<file path="src/rtl/id_ex_stage.sv">
// ID/EX pipeline register with load-use hazard detection, bubble insertion and flush.
// Optional performance counters are compiled in when ID_EX_PERF_EN is defined.
module id_ex_stage (
  input  logic        clk,
  input  logic        rst_n,
  input  logic        id_valid,
  input  logic        id_LbOp,
  input  logic        id_EqualOp,
  input  logic        id_Branch,
  input  logic        id_RegWrite,
  input  logic        id_MemRead,
  input  logic        id_MemWrite,
  input  logic        id_ALUSrc1,
  input  logic        id_ALUSrc2,
  input  logic [1:0]  id_PCSrc,
  input  logic [1:0]  id_RegDst,
  input  logic [1:0]  id_MemtoReg,
  input  logic [4:0]  id_rs,
  input  logic [4:0]  id_rt,
  input  logic [4:0]  id_rd,
  input  logic [4:0]  id_shamt,
  input  logic [31:0] id_rs_data,
  input  logic [31:0] id_rt_data,
  input  logic [31:0] id_imm_ext,
  input  logic [31:0] id_pc_plus4,
  input  logic        ex_flush,
  input  logic        hold,
  output logic        id_stall,
  output logic        ex_LbOp,
  output logic        ex_EqualOp,
  output logic        ex_Branch,
  output logic        ex_RegWrite,
  output logic        ex_MemRead,
  output logic        ex_MemWrite,
  output logic        ex_ALUSrc1,
  output logic        ex_ALUSrc2,
  output logic [1:0]  ex_PCSrc,
  output logic [1:0]  ex_RegDst,
  output logic [1:0]  ex_MemtoReg,
  output logic [4:0]  ex_rs,
  output logic [4:0]  ex_rt,
  output logic [4:0]  ex_rd,
  output logic [4:0]  ex_shamt,
  output logic [31:0] ex_rs_data,
  output logic [31:0] ex_rt_data,
  output logic [31:0] ex_imm_ext,
  output logic [31:0] ex_pc_plus4,
  output logic        ex_valid,
  output logic [4:0]  ex_wr_addr
`ifdef ID_EX_PERF_EN
  ,
  output logic [31:0] perf_stall_cnt,
  output logic [31:0] perf_flush_cnt
`endif
);

  typedef struct packed {
    logic        valid;
    logic        lbOp;
    logic        equalOp;
    logic        branch;
    logic        regWrite;
    logic        memRead;
    logic        memWrite;
    logic        aluSrc1;
    logic        aluSrc2;
    logic [1:0]  pcSrc;
    logic [1:0]  regDst;
    logic [1:0]  memtoReg;
    logic [4:0]  rs;
    logic [4:0]  rt;
    logic [4:0]  rd;
    logic [4:0]  shamt;
    logic [31:0] rsData;
    logic [31:0] rtData;
    logic [31:0] immExt;
    logic [31:0] pcPlus4;
    logic [4:0]  wrAddr;
  } exWord_t;

  localparam int unsigned WordW = $bits(exWord_t);
  localparam exWord_t Bubble = exWord_t'({WordW{1'b0}});

  exWord_t exWord_r;
  exWord_t loadWord_s;
  exWord_t nextWord_s;
  logic    usesRs_s;
  logic    usesRt_s;
  logic    hazard_s;

  // Load-use hazard detection against the load currently sitting in EX.
  always_comb begin
    usesRs_s = !id_ALUSrc1 && (id_PCSrc != 2'b01);
    usesRt_s = (!id_ALUSrc2 || id_MemWrite) && (id_PCSrc != 2'b01);
    hazard_s = exWord_r.valid && exWord_r.memRead && (exWord_r.wrAddr != 5'd0) && id_valid &&
               ((usesRs_s && (exWord_r.wrAddr == id_rs)) || (usesRt_s && (exWord_r.wrAddr == id_rt)));
    id_stall = hazard_s && !ex_flush && !hold;
  end

  // Assemble the decode word; a non-valid slot keeps operands but drops all side effects.
  always_comb begin
    loadWord_s          = Bubble;
    loadWord_s.valid    = id_valid;
    loadWord_s.lbOp     = id_LbOp;
    loadWord_s.equalOp  = id_EqualOp;
    loadWord_s.memRead  = id_MemRead;
    loadWord_s.aluSrc1  = id_ALUSrc1;
    loadWord_s.aluSrc2  = id_ALUSrc2;
    loadWord_s.regDst   = id_RegDst;
    loadWord_s.memtoReg = id_MemtoReg;
    loadWord_s.rs       = id_rs;
    loadWord_s.rt       = id_rt;
    loadWord_s.rd       = id_rd;
    loadWord_s.shamt    = id_shamt;
    loadWord_s.rsData   = id_rs_data;
    loadWord_s.rtData   = id_rt_data;
    loadWord_s.immExt   = id_imm_ext;
    loadWord_s.pcPlus4  = id_pc_plus4;
    if (id_valid) begin
      loadWord_s.branch   = id_Branch;
      loadWord_s.regWrite = id_RegWrite;
      loadWord_s.memWrite = id_MemWrite;
      loadWord_s.pcSrc    = id_PCSrc;
    end else begin
      loadWord_s.branch   = 1'b0;
      loadWord_s.regWrite = 1'b0;
      loadWord_s.memWrite = 1'b0;
      loadWord_s.pcSrc    = 2'b00;
    end
    case (id_RegDst)
      2'b00:   loadWord_s.wrAddr = id_rt;
      2'b01:   loadWord_s.wrAddr = id_rd;
      2'b10:   loadWord_s.wrAddr = 5'd31;
      2'b11:   loadWord_s.wrAddr = 5'd0;
      default: loadWord_s.wrAddr = 5'd0;
    endcase
  end

  // Next-state priority: hold, then flush, then hazard bubble, then normal load.
  always_comb begin
    nextWord_s = exWord_r;
    if (hold) begin
      nextWord_s = exWord_r;
    end else if (ex_flush || hazard_s) begin
      nextWord_s = Bubble;
    end else begin
      nextWord_s = loadWord_s;
    end
  end

  // Pipeline register.
  always_ff @(posedge clk or negedge rst_n) begin
    if (!rst_n) begin
      exWord_r <= Bubble;
    end else begin
      exWord_r <= nextWord_s;
    end
  end

  assign ex_valid    = exWord_r.valid;
  assign ex_LbOp     = exWord_r.lbOp;
  assign ex_EqualOp  = exWord_r.equalOp;
  assign ex_Branch   = exWord_r.branch;
  assign ex_RegWrite = exWord_r.regWrite;
  assign ex_MemRead  = exWord_r.memRead;
  assign ex_MemWrite = exWord_r.memWrite;
  assign ex_ALUSrc1  = exWord_r.aluSrc1;
  assign ex_ALUSrc2  = exWord_r.aluSrc2;
  assign ex_PCSrc    = exWord_r.pcSrc;
  assign ex_RegDst   = exWord_r.regDst;
  assign ex_MemtoReg = exWord_r.memtoReg;
  assign ex_rs       = exWord_r.rs;
  assign ex_rt       = exWord_r.rt;
  assign ex_rd       = exWord_r.rd;
  assign ex_shamt    = exWord_r.shamt;
  assign ex_rs_data  = exWord_r.rsData;
  assign ex_rt_data  = exWord_r.rtData;
  assign ex_imm_ext  = exWord_r.immExt;
  assign ex_pc_plus4 = exWord_r.pcPlus4;
  assign ex_wr_addr  = exWord_r.wrAddr;

`ifdef ID_EX_PERF_EN
  // Stall and flush event counters; wrap naturally at 32 bits.
  always_ff @(posedge clk or negedge rst_n) begin
    if (!rst_n) begin
      perf_stall_cnt <= 32'd0;
      perf_flush_cnt <= 32'd0;
    end else begin
      if (id_stall) begin
        perf_stall_cnt <= perf_stall_cnt + 32'd1;
      end else begin
        perf_stall_cnt <= perf_stall_cnt;
      end
      if (ex_flush && !hold) begin
        perf_flush_cnt <= perf_flush_cnt + 32'd1;
      end else begin
        perf_flush_cnt <= perf_flush_cnt;
      end
    end
  end
`endif

endmodule

</file>
<file path="config.mk">
export PLATFORM = sky130hd
export DESIGN_NAME = id_ex_stage
export DESIGN_NICKNAME = d
export VERILOG_FILES = /design/src/rtl/id_ex_stage.sv
export SDC_FILE = /design/constraint.sdc
export NUM_CORES = 1
export LEC_CHECK = 0
export ABC_CLOCK_PERIOD_IN_PS = 1800
export BUFFER_PORTS_ARGS = -buffer_cell sky130_fd_sc_hd__buf_4
export CAP_MARGIN = 25
export CORE_MARGIN = 2
export CORE_UTILIZATION = 30
export CTS_CLUSTER_SIZE = 40
export DETAILED_ROUTE_END_ITERATION = 7
export PLACE_DENSITY = 0.6
export REMOVE_ABC_BUFFERS = 1
export SKIP_CTS_REPAIR_TIMING = 1
export SLEW_MARGIN = 30
export SYNTH_ARGS = -nofsm -noshare
export SYNTH_HDL_FRONTEND = slang
export SYNTH_SLANG_ARGS = --single-unit
</file>
<file path="constraint.sdc">
create_clock -name clk -period 1.8 [get_ports clk]
set_input_delay 0.27 -clock clk [delete_from_list [all_inputs] [get_ports clk]]
set_output_delay 0.27 -clock clk [all_outputs]
set_load 0.02 [all_outputs]
</file>
# [After elaboration in Yosys (flattened, before gate mapping)]
# Cells that the tools add are included.
[word_totals] out_inout_bits=169 word_cells=51 regBits=168 input_bits=167
[op_classes] n_eq_ne=6 mux=5 reduce_logical=19
[ops] op="168-bit two-way mux" count=1
[ops] op="5-bit case mux with 4 select lines" count=1
[ops] op="5-bit == test" count=2
[ops] op="1-bit logical AND" count=10
[ops] op="5-bit nonzero test" count=1
[ops] op="2-bit == test, second input constant" count=2
[ops] op="1-bit logical NOT" count=4
[ops] op="2-bit two-way mux" count=2
[ops] op="1-bit logical OR" count=3
[ops] op="2-bit by 1-bit == test with 1-bit output, second input constant" count=1
[ops] op="2-bit logical NOT" count=1
[ops] op="2-bit by 1-bit inequality test with 1-bit output, second input constant" count=1
[ops] op="1-bit two-way mux" count=1

# [Depth between registers and ports, before layout]
[depth] word_depth=8 depth_mapped=7 depth_no_buf=4

# [Least setup slack after synthesis]
# OpenSTA, ideal clock, no wires.
[synth_timing] path_type="register -> output" startpoint="register exWord_r, in the netlist ex_wr_addr[2]" endpoint="output id_stall" t_arrival_ps=2150 path_buffers=1 stages_incl_launch_ff=6 required_ps=1530 slack_ps=-620 cell_sequence="dfrtp_1 xor2_1 nor4_1 a22o_2 clkbuf_1 nor4b_1"
[synth_via] elab_chain_cells=6 word_cells_on_any_way=11 cone_classes="2 x eq/ne; 9 x reduce/logical"
[synth_rtl] element="from (decl)" line_no="84" rtl="exWord_t exWord_r;"
[synth_rtl] element="from (signal assigned)" line_no="154" rtl="exWord_r <= Bubble;"
[synth_rtl] element="from (signal assigned)" line_no="156" rtl="exWord_r <= nextWord_s;"
[synth_rtl] element="5-bit == test or 5-bit nonzero test (tied branches)" line_no="96, 95"
[synth_rtl] element="1-bit logical AND, on equally long branches" line_no="96, 95"
[synth_rtl] element="1-bit logical OR or 1-bit logical AND (tied branches)" line_no="96, 95"
[synth_rtl] element="1-bit logical AND (*)" line_no="95" rtl="hazard_s = exWord_r.valid && exWord_r.memRead && (exWord_r.wrAddr != 5'd0) && id_valid &&"
[synth_rtl] element="1-bit logical AND (*) (2 in series)" line_no="97" rtl="id_stall = hazard_s && !ex_flush && !hold;"
[synth_rtl] element="to (decl)" line_no="28" rtl="output logic id_stall,"
# Mark *: on every way between the ends. The rest lies on a longest branch, timed or not.

# [Worst setup path after layout]
[layout_timing] startpoint="register exWord_r, in the netlist ex_wr_addr[3]" endpoint="output id_stall"
# The elaborated chain is that of the path after synthesis.

==> summary.md <==
| Metric | Value |
|---|---|
| Max incr delay on CP | `560 ps` |
| Buffers on Ports | `335` |
| Status | `finished with violations` |
| Fin nets | `1322` |
| Post-Synth Simple-Gate Area | `9.57%` |
| Total GRT Usage | `18.8%` |
| Max Buffers Root-to-Sink | `2` |
| Slew headroom | `60.2%` |
| Cells after Synth | `805` |
| Routed wire length | `28200 µm` |
| Post-layout min period | `2270 ps` |
| Netlist cell types | `23` |
| Detail Placement HPWL | `18500 µm` |
| Grt peak-use layer | `met2` |
| Row cnt | `59` |
| Core area | `25900 µm²` |
| I/O Pins | `336` |
| Number of setup violations in the final report | `161` |
| Placer Congestion | `0.824` |
| Root Driver | `clkbuf_16` |
| Met2 usage | `28.2%` |
| Die width | `166 µm` |
| Critical path data arrival time | `2000 ps` |
| WL/cell | `18.8 µm` |
| Reg clk slew, reported paths | `70 ps` |
| Critical-path cell list | `or4_4 > o21ai_4 > buf_12 > nor4b_4 > buf_4` |
| Crit Path Category | `reg -> out` |
| CP top delay family | `simple AND/OR/NAND/NOR gates` |
| Buf/Inv on CP | `2` |
| Avg Cell Area, Syn | `9.79 µm²` |
| M3 GR Usage | `5.98%` |
| Slew @ Worst Pin | `596 ps` |
| Register bit total from synthesis | `168` |
| Largest fanout on the critical path | `5` |
| Clock sinks | `168` |
| CP required | `1530 ps` |
| Vert. Die Dim | `166 µm` |
| Drt drc | `0` |
| Post-synthesis xor/xnor area fraction | `1.11%` |
| Number of synthesis warnings | `0` |
| Tcrit/Tclk final | `126%` |
| First-pass GRT wire length | `42700 µm` |
| Vias per cell | `5.37` |
| Mux cell area share after synthesis | `0%` |
| CTS Buf Count | `17` |
| Final Core Density | `47.2%` |
| Pre-CTS WS | `-178 ps` |
| Slowest CP cell | `or4_4` |
| Setup ws final | `-474 ps` |
| Initial Util | `30.4%` |
| Register area share after synthesis | `53.3%` |
| Violated checks | `setup timing` |
| Unrepaired setup endpoints after global routing | `yes` |
| Syn-to-layout area delta | `55.2%` |
| H-tree depth | `4` |
| Antenna cells | `0` |
| Slew Viols, Final | `0` |
| Overflow after GRT | `0` |
| HP Class | `in -> reg` |
| CTS tree | `built` |
| Critical Path Sink Type | `output port` |
| Largest family of logic cells by synthesized area | `compound AO/OA/AOI/OAI gates` |
| DR pass1 iterations | `5` |
| Setup Skew | `12.5 ps` |
| Worst vdd ir | `0.462 mV` |
| Clk_lat worst skew | `430 ps` |
| Layout cell share with drive strength beyond 1 | `40.4%` |
| Power Dens Cells | `933 nW/µm²` |
| Total chip power | `0.0114 W` |
| Met1 GRT Util | `25.7%` |
| Antenna violations before repair | `0` |
| Antenna Nets Post-Route | `0` |
| Leakage Power | `5.44 nW` |
| Vias in the first global route | `7637` |
| Maxcap violations | `0` |
| Max Fclk | `0.440 GHz` |
| Synth Area in Compound Gates | `30.1%` |
| Detailed Route Iter0 Violations | `631` |
| Syn Std Cell Area | `7880 µm²` |
| Worst Setup Start Kind | `flop` |
| Via count | `8072` |
| Die area | `27600 µm²` |
| Area share of fa/ha/maj cells after synthesis | `0%` |
| Largest net degree at the start of global routing | `85` |
| Fin. Hold Viols | `0` |
[worst min-delay path, stage by stage]
cell     delay (ps)
buf_4           110
nand2_1          50
o21ai_1          50
[kinds of logic after synthesis]
| group | Yosys count |
|---|---|
| buffers and inverters | 95 |
| and+or+nand+nor | 189 |
| xor gates and xnor gates | 10 |
| DFF | 168 |
| AOI/OAI and AO/OA | 343 |
[layer usage]
metal  up-vias  wire (µm)
met1      3931      12100
met2       335      13300
li1       3766          -
met4         0        675
met5         -          0
met3        40       2130
[flip-flops by register name, indices dropped and copies added, names as in the netlist, 2 cells and up]
name / count
ex_PCSrc: 2
ex_rd: 5
ex_rs_data: 32
ex_rs: 5
ex_RegDst: 2
ex_pc_plus4: 32
ex_shamt: 5
ex_wr_addr: 5
ex_imm_ext: 32
ex_MemtoReg: 2
ex_rt: 5
ex_rt_data: 32
[report_power, final]
group	switching (W)	internal, W
clock network	0.00163	0.00206
registers	0.000319	0.00425
logic	0.00170	0.00145
[through the flow]
stage | setup TNS, ps | area, µm² | std cells | hold WS, ps
after global routing | -41640 | 12200 | 1502 | 72.7
after floorplan | -1590070 | 7410 | 710 | -25.6
after CTS | -23860 | 11700 | 1474 | -162
after detailed placement | -19230 | 11100 | 1443 | 295
final | -28870 | 12200 | 1502 | 88.4
after global placement | -15440 | 11100 | 1443 | 292
[final cells by class]
class                      count  area (µm²)
clock buffer                  19         433
multi-input combinational    542        3310
sequential                   168        4210
fill                        2443       13700
tap                          335         419
clock inverter                12         143
timing repair buffer         426        3720
[synth_stat cells]
master	n	share of area, %
nor2b_1	3	0.24
and3_1	6	0.48
o21ai_2	1	0.11
nor2_1	6	0.29
a32oi_1	163	18
nor4b_1	1	0.11
buf_2	8	0.51
clkbuf_2	5	0.32
clkbuf_1	69	3.3
o21ai_1	41	2.6
o2bb2ai_1	5	0.56
buf_6	12	1.7
nor4_1	2	0.16
or4_1	1	0.095
nand3_1	5	0.32
nand2_1	163	7.8
buf_4	1	0.095
nor3_1	2	0.13
a22oi_1	5	0.48
xor2_1	10	1.1
o21ai_0	127	8.1
dfrtp_1	168	53
a22o_2	1	0.13
[final timing paths]
check / start / endpoint / slack (ps) / cells after the start
max in group asynchronous: rst_n / ex_imm_ext[31]$_DFFE_PN0N_ / 790 / 3
worst min register to register: ex_rs_data[15]$_DFFE_PN0N_ / ex_rs_data[15]$_DFFE_PN0N_ / 500 / 2
worst max register to register: ex_wr_addr[3]$_DFFE_PN0N_ / ex_rd[2]$_DFFE_PN0N_ / -350 / 10
worst min-delay path: id_imm_ext[5] / ex_imm_ext[5]$_DFFE_PN0N_ / 90 / 3
min in group asynchronous: rst_n / ex_pc_plus4[13]$_DFFE_PN0N_ / 410 / 2
worst max-delay path: ex_wr_addr[3]$_DFFE_PN0N_ / id_stall / -470 / 5
[cells in the final DEF, fill, tap and decap left out, types with 2 or more instances in the layout]
| master | n |
|---|---|
| nor4_2 | 2 |
| clkinvlp_4 | 4 |
| and3_1 | 6 |
| nor2_1 | 5 |
| nor3_1 | 2 |
| o2bb2ai_1 | 5 |
| o21ai_1 | 84 |
| inv_6 | 4 |
| dfrtp_1 | 165 |
| a22oi_1 | 4 |
| nand3_1 | 5 |
| clkinv_4 | 2 |
| buf_6 | 11 |
| buf_12 | 20 |
| clkbuf_16 | 27 |
| o21ai_0 | 84 |
| dfrtp_2 | 3 |
| bufinv_16 | 2 |
| clkbuf_1 | 2 |
| a32oi_2 | 5 |
| buf_4 | 379 |
| buf_8 | 4 |
| xor2_1 | 9 |
| nor2b_1 | 3 |
| nand2_1 | 163 |
| a32oi_1 | 158 |
Note: power is estimated with default switching activity, not from simulation.
